## config.mk

```make
export PLATFORM = sky130hd
export DESIGN_NAME = id_ex_stage
export DESIGN_NICKNAME = d
export VERILOG_FILES = /design/src/rtl/id_ex_stage.sv
export SDC_FILE = /design/constraint.sdc
export NUM_CORES = 1
export LEC_CHECK = 0
export CAP_MARGIN = 5
export CORE_AREA = 2 2 137 139
export DETAILED_ROUTE_END_ITERATION = 6
export DIE_AREA = 0 0 139 141
export DONT_BUFFER_PORTS = 1
export PLACE_DENSITY = 0.68
export SETUP_SLACK_MARGIN = 0.5
export SYNTH_ARGS = -nofsm -noshare
export SYNTH_HDL_FRONTEND = slang
export SYNTH_SLANG_ARGS = --single-unit
```

## constraint.sdc

```tcl
create_clock -name clk_i -period 2.25 [get_ports clk_i]
set_input_delay 0.45 -clock clk_i [delete_from_list [all_inputs] [get_ports clk_i]]
set_output_delay 0.45 -clock clk_i [all_outputs]
set_load 0.05 [all_outputs]
```

## src/rtl/id_ex_stage.sv

```systemverilog
// ID/EX pipeline register with load-use hazard detection, redirect squash,
// downstream hold and saturating stall/bubble performance counters.
module id_ex_stage #(
    parameter int unsigned DW = 32,
    parameter int unsigned CW = 16
) (
    input  logic          clk_i,
    input  logic          rst_i,
    input  logic [9:0]    ctrl_i,
    input  logic [DW-1:0] pc4_i,
    input  logic [DW-1:0] rs_data_i,
    input  logic [DW-1:0] rt_data_i,
    input  logic [DW-1:0] imm_i,
    input  logic [4:0]    rs_i,
    input  logic [4:0]    rt_i,
    input  logic [4:0]    rd_i,
    input  logic [5:0]    funct_i,
    input  logic          flush_i,
    input  logic          hold_i,
    input  logic          clr_cnt_i,
    output logic          stall_o,
    output logic [9:0]    ex_ctrl_o,
    output logic [DW-1:0] ex_pc4_o,
    output logic [DW-1:0] ex_rs_data_o,
    output logic [DW-1:0] ex_rt_data_o,
    output logic [DW-1:0] ex_imm_o,
    output logic [4:0]    ex_rs_o,
    output logic [4:0]    ex_rt_o,
    output logic [4:0]    ex_rd_o,
    output logic [5:0]    ex_funct_o,
    output logic [CW-1:0] stall_cnt_o,
    output logic [CW-1:0] bubble_cnt_o
);

    localparam logic [CW-1:0] CntMax = {CW{1'b1}};

    logic [9:0]    ctrl_q, ctrl_d;
    logic [DW-1:0] pc4_q, rs_data_q, rt_data_q, imm_q;
    logic [4:0]    rs_q, rt_q, rd_q;
    logic [5:0]    funct_q;
    logic [CW-1:0] stall_cnt_q, stall_cnt_d;
    logic [CW-1:0] bubble_cnt_q, bubble_cnt_d;

    logic use_rs, use_rt, hazard, bubble;

    // Hazard detection against a load sitting in EX; stall and bubble decisions.
    always_comb begin
        use_rt  = ctrl_i[7] | ctrl_i[3] | ctrl_i[1];
        use_rs  = (ctrl_i != 10'd0) & ~ctrl_i[0];
        hazard  = ctrl_q[2] & (rt_q != 5'd0) &
                  ((use_rs & (rt_q == rs_i)) | (use_rt & (rt_q == rt_i)));
        stall_o = hold_i | (hazard & ~flush_i);
        // Hold has priority: a frozen EX register never takes a bubble.
        bubble  = ~hold_i & (flush_i | hazard);
        ctrl_d  = bubble ? 10'd0 : ctrl_i;
    end

    // Saturating counters; clear overrides increment.
    always_comb begin
        stall_cnt_d  = stall_cnt_q;
        bubble_cnt_d = bubble_cnt_q;
        if (clr_cnt_i) begin
            stall_cnt_d  = '0;
            bubble_cnt_d = '0;
        end else begin
            if (stall_o && stall_cnt_q != CntMax) begin
                stall_cnt_d = stall_cnt_q + 1'b1;
            end
            if (bubble && bubble_cnt_q != CntMax) begin
                bubble_cnt_d = bubble_cnt_q + 1'b1;
            end
        end
    end

    // EX pipeline register; frozen while downstream holds.
    always_ff @(posedge clk_i or negedge rst_i) begin
        if (!rst_i) begin
            ctrl_q    <= '0;
            pc4_q     <= '0;
            rs_data_q <= '0;
            rt_data_q <= '0;
            imm_q     <= '0;
            rs_q      <= '0;
            rt_q      <= '0;
            rd_q      <= '0;
            funct_q   <= '0;
        end else if (!hold_i) begin
            ctrl_q    <= ctrl_d;
            pc4_q     <= pc4_i;
            rs_data_q <= rs_data_i;
            rt_data_q <= rt_data_i;
            imm_q     <= imm_i;
            rs_q      <= rs_i;
            rt_q      <= rt_i;
            rd_q      <= rd_i;
            funct_q   <= funct_i;
        end
    end

    // Performance counter registers.
    always_ff @(posedge clk_i or negedge rst_i) begin
        if (!rst_i) begin
            stall_cnt_q  <= '0;
            bubble_cnt_q <= '0;
        end else begin
            stall_cnt_q  <= stall_cnt_d;
            bubble_cnt_q <= bubble_cnt_d;
        end
    end

    assign ex_ctrl_o    = ctrl_q;
    assign ex_pc4_o     = pc4_q;
    assign ex_rs_data_o = rs_data_q;
    assign ex_rt_data_o = rt_data_q;
    assign ex_imm_o     = imm_q;
    assign ex_rs_o      = rs_q;
    assign ex_rt_o      = rt_q;
    assign ex_rd_o      = rd_q;
    assign ex_funct_o   = funct_q;
    assign stall_cnt_o  = stall_cnt_q;
    assign bubble_cnt_o = bubble_cnt_q;

endmodule

```

# Word-level counts from Yosys, hierarchy flattened
# Index checks and enable logic that the tools add are counted.
# Widths: inputs -> output; s select.
[totals]
reg_bits = 191
input_bits = 164
[op_classes]
n_addsub = 2
eq_ne = 4
bitwise = 15
n_mux = 5
n_reduce_logical = 6
[ops]
columns = ["cell", "count"]
rows = [
  ["$mux 16", 4],
  ["$add 16x1->16 const B", 2],
  ["$ne 16x16->1 const B", 2],
  ["$eq 5x5->1", 2],
  ["$mux 10", 1],
  ["$reduce_bool 10->1", 1],
  ["$and 1x1->1", 7],
  ["$or 1x1->1", 5],
  ["$reduce_bool 5->1", 1],
  ["$reduce_bool 2->1", 2],
  ["$not 1->1", 3],
  ["$logic_and 1x1->1", 2],
]

# Depth between registers and ports, before layout
[logic_depth]
depth_word = 10
ltp_mapped = 8
depth_no_buf = 6

# Worst setup path before layout
# OpenSTA, ideal clock, no wires.
[synth_path]
path_type = "reg2out"
startpoint = "reg rt_q[1] (netlist: ex_rt_o[1])"
endpoint = "out stall_o"
t_arrival_ns = 2.216
required_ns = 1.800
path_stages_with_launch = 7
slack_ns = -0.416
path_buffers = 1
cell_sequence = "dfrtp_1 > or4_1 > o21a_1 > a41o_1 > a31oi_4 > buf_2 > inv_1"
[synth_between]
elab_chain_cells = 6
elab_cells_between_ends = 10
[synth_rtl]
columns = ["element", "line", "text"]
rows = [
  ["start: declaration", "39", "logic [4:0] rs_q, rt_q, rd_q;"],
  ["start signal: assignment", "94", "rt_q <= rt_i;"],
  ["$eq 5x5->1", "51", "((use_rs & (rt_q == rs_i)) | (use_rt & (rt_q == rt_i)));"],
  ["$and 1x1->1", "51", ""],
  ["$or 1x1->1", "51", ""],
  ["$and 1x1->1 *", "50", "hazard = ctrl_q[2] & (rt_q != 5'd0) &"],
  ["$and 1x1->1 *", "52", "stall_o = hold_i | (hazard & ~flush_i);"],
  ["$or 1x1->1 *", "52", ""],
  ["end: declaration", "21", "output logic stall_o,"],
]
# Every way passes the cells marked *; elsewhere a longest branch is shown, timed or not.

# Final worst setup path
[layout_path]
startpoint = "reg rt_q[3] (netlist: ex_rt_o[3])"
endpoint = "out stall_o"
# The elaborated chain is that of the path after synthesis.

==> metrics.md <==
| Metric | Value |
|---|---|
| CP cell instances | or4_4 -> o21a_1 -> a41o_1 -> a31oi_4 -> clkinvlp_4 -> buf_6 |
| Dpl hpwl | 13,900 um |
| Max-cap violations | 0 |
| EDFF count, synth | 0 |
| CTS Buf Count | 17 |
| Largest net degree at the start of global routing | 192 |
| Max FO, Critical Path | 3 |
| Placer congestion estimate | 0.830 |
| Netlist cell types | 54 |
| Skew final | 9.17 ps |
| Top-level port count | 356 |
| Clock sinks | 191 |
| Initial core utilization | 43.5% |
| Critical path required time | 1800 ps |
| Cell Rows | 50 |
| H-tree levels | 4 |
| PortBufs | 0 |
| Critical Path Sink | stall_o |
| Vias in the first global route | 5,448 |
| Filler instances | 1,464 |
| Post-place setup slack | -162 ps |
| Peak Freq | 370 MHz |
| Vias per cell | 5.77 |
| Most common flop cell mapped by yosys | dfrtp_1 |
| Aggregate negative setup slack | -8280 ps |
| LEAKAGE | 4.09 nW |
| CP Capture Type | output pin |
| Reg2reg end | stall_cnt_o[14]$_DFFE_PN0P_ |
| Worst path slowest cell | or4_4 |
| Unrepaired setup endpoints after global routing | yes |
| Path length in cells of the critical path | 6 |
| Routed len/inst | 23.4 um |
| Worst Tran Pin Value | 589 ps |
| Register bit total from synthesis | 191 |
| Post-Route WL | 20,500 um |
| Maximum vdd ir drop | 488 uV |
| R2r setup slk | -400 ps |
| CP Buf/Inv Count | 2 |
| Final WS setup | -454 ps |
| Violated checks | hold timing, setup timing |
| ANT nets after route | 0 |
| Layout area overhead | 24.3% |
| Syn_nets | 735 |
| GR Overflow Total | 0 |
| Total Routing Usage GR | 20.3% |
| Final Instance Area | 9880 um^2 |
| Most common cell after layout, fill and taps aside | dfrtp_1 |
| DRC | 0 |
| Initial antenna violation count | 1 |
| Seq/Total Area, Yosys | 60.1% |
| Total power | 8.59 mW |
| Commonest non-fill, non-tap cells in the layout | dfrtp_1 (167), mux2_2 (150), buf_4 (50) |
| Family with the most delay on the worst path | compound AO/OA/AOI/OAI gates |
| Synth async-reset ratio | 100% |
| Outcome | finished, violations left |
| Crit path kind | flip-flop to output pin |
| Worst r2r src | ex_rt_o[3]$_DFFE_PN0N_ |
| Critical path arrival | 2250 ps |
| Pwr dens | 870 nW/um^2 |
| Synthesized area | 7950 um^2 |
| Warnings from Yosys | 0 |
| Worst Setup SP | ex_rt_o[3]$_DFFE_PN0N_ |
| Drt pass-1 iters | 4 |
| Clock buffer depth | 2 |
| First-pass GRT wire length | 31,100 um |
| Vias | 5,055 |
| Worst R2R Path Depth | 10 |
| Startpoint types | flip-flop |
| Share of layout cells above drive strength 1 | 56.2% |
| Worst hold path class | input port to async pin |
| Die X | 139 um |
| Nets | 795 |
| Slew Limit Fails | 0 |
| Syn_area_per_cell | 14.0 um^2 |
| Period utilization | 120% |
| Register area | 4810 um^2 |
| Area of the multi-input gates | 3490 um^2 |
| Iteration-0 DRC Markers | 270 |
| CTS tree | done |
| Placed Area | 8610 um^2 |
| Final setup violating endpoints | 42 |
| Clock root buffer | clkbuf_16 |
| Synth Instances | 569 |
| Die ar. | 19,600 um^2 |
| Die height | 141 um |
| Post-layout minimum cycle time | 2700 ps |
| Skew-Pair Late Insertion Delay | 420 ps |
| Rel. slew slack | 60.7% |
| Core Area | 18,300 um^2 |
| Slowest stage delay, CP | 530 ps |
| Final hold slack | -285 ps |
| Worst-path clk slew | 70 ps |
| Fin. Hold Viols | 191 |
per-layer routing:
layer / vias up / share of wire, % / routed length, um / GRT usage, %
met5: - / 0 / 0 / 0
met4: 0 / 1.8 / 372 / 6.33
met3: 24 / 9.6 / 1970 / 8.83
met2: 241 / 54 / 11200 / 36.5
met1: 2598 / 34 / 7020 / 21.6
li1: 2192 / - / - / -
what timing repair did:
action                                  in CTS  in global routing
pin swaps                                   21                 38
endpoints found under the setup margin      43                 44
gates resized for setup                     61                 44
hold endpoints to repair                   191                191
setup buffers                               11                  4
gates cloned                                 3                  0
sequential cells by signal, summed over array words and instances, names as in the netlist:
name / cells
ex_rt_data_o: 32
ex_rs_o: 5
ex_pc4_o: 32
ex_rd_o: 5
bubble_cnt_o: 16
ex_imm_o: 32
ex_ctrl_o: 10
stall_cnt_o: 16
ex_funct_o: 6
ex_rt_o: 5
ex_rs_data_o: 32
stage by stage:
step	std cells	util [%]
final	876	54.1
after global routing	876	54.1
after CTS	871	52.8
after detailed placement	826	47.1
after global placement	826	47.1
after floorplan	569	-
worst min-delay path by stage:
stage	startpoint	endpoint	slack, ps	cells after the start
6_report	rst_i	ex_rs_data_o[26]$_DFFE_PN0N_	-280	0
2_1_floorplan	rst_i	bubble_cnt_o[0]$_DFFE_PN0P_	150	0
4_1_cts	rst_i	ex_rs_data_o[25]$_DFFE_PN0N_	-310	0
3_3_place_gp	rst_i	ex_rs_data_o[26]$_DFFE_PN0N_	160	0
3_5_place_dp	rst_i	ex_rs_data_o[26]$_DFFE_PN0N_	160	0
5_1_grt	rst_i	ex_rs_data_o[22]$_DFFE_PN0N_	-320	0
power by group:
group	internal [mW]	total (mW)	leakage (nW)	switching [mW]
Combinational	0.387	0.643	1.51	0.256
Sequential	3.70	4.92	2.28	1.22
Clock	1.59	3.03	0.295	1.43
final cells by class:
cell class,count,area share (%)
sequential,191,48.7
clock inverter,14,1.72
timing repair buffer,71,6.74
clock buffer,17,4.31
multi-input combinational,342,35.3
tap,234,2.96
antenna,1,0.0253
inverter,6,0.266
logic make-up (layout without fill, tap and decap cells):
kind of cell               Yosys count  after routing  synth area share (%)
and+or+nand+nor                    112            113                  8.42
other                                0              1                     0
muxes                              158            158                  22.4
xor gates and xnor gates            10             10                  1.10
buffers and inverters               37            108                  2.02
adders and majority gates            2              2                 0.315
AOI/OAI and AO/OA                   59             59                  5.62
DFF                                191            191                  60.1
cell usage after synthesis (5+ instances only):
master / n / area share [%]
dfrtp_1: 191 / 60
mux2_2: 156 / 22
clkbuf_1: 25 / 1.2
nor2_1: 18 / 0.85
nand2_1: 17 / 0.80
a21oi_1: 14 / 0.88
or4_1: 12 / 1.1
nand3_1: 11 / 0.69
a22o_1: 10 / 1.1
o31ai_1: 10 / 0.94
nor2b_1: 9 / 0.71
and3_1: 6 / 0.47
inv_1: 6 / 0.28
nor4_1: 6 / 0.47
xor2_1: 6 / 0.66
nand4_1: 5 / 0.39
(Power assumes the default switching activity.)
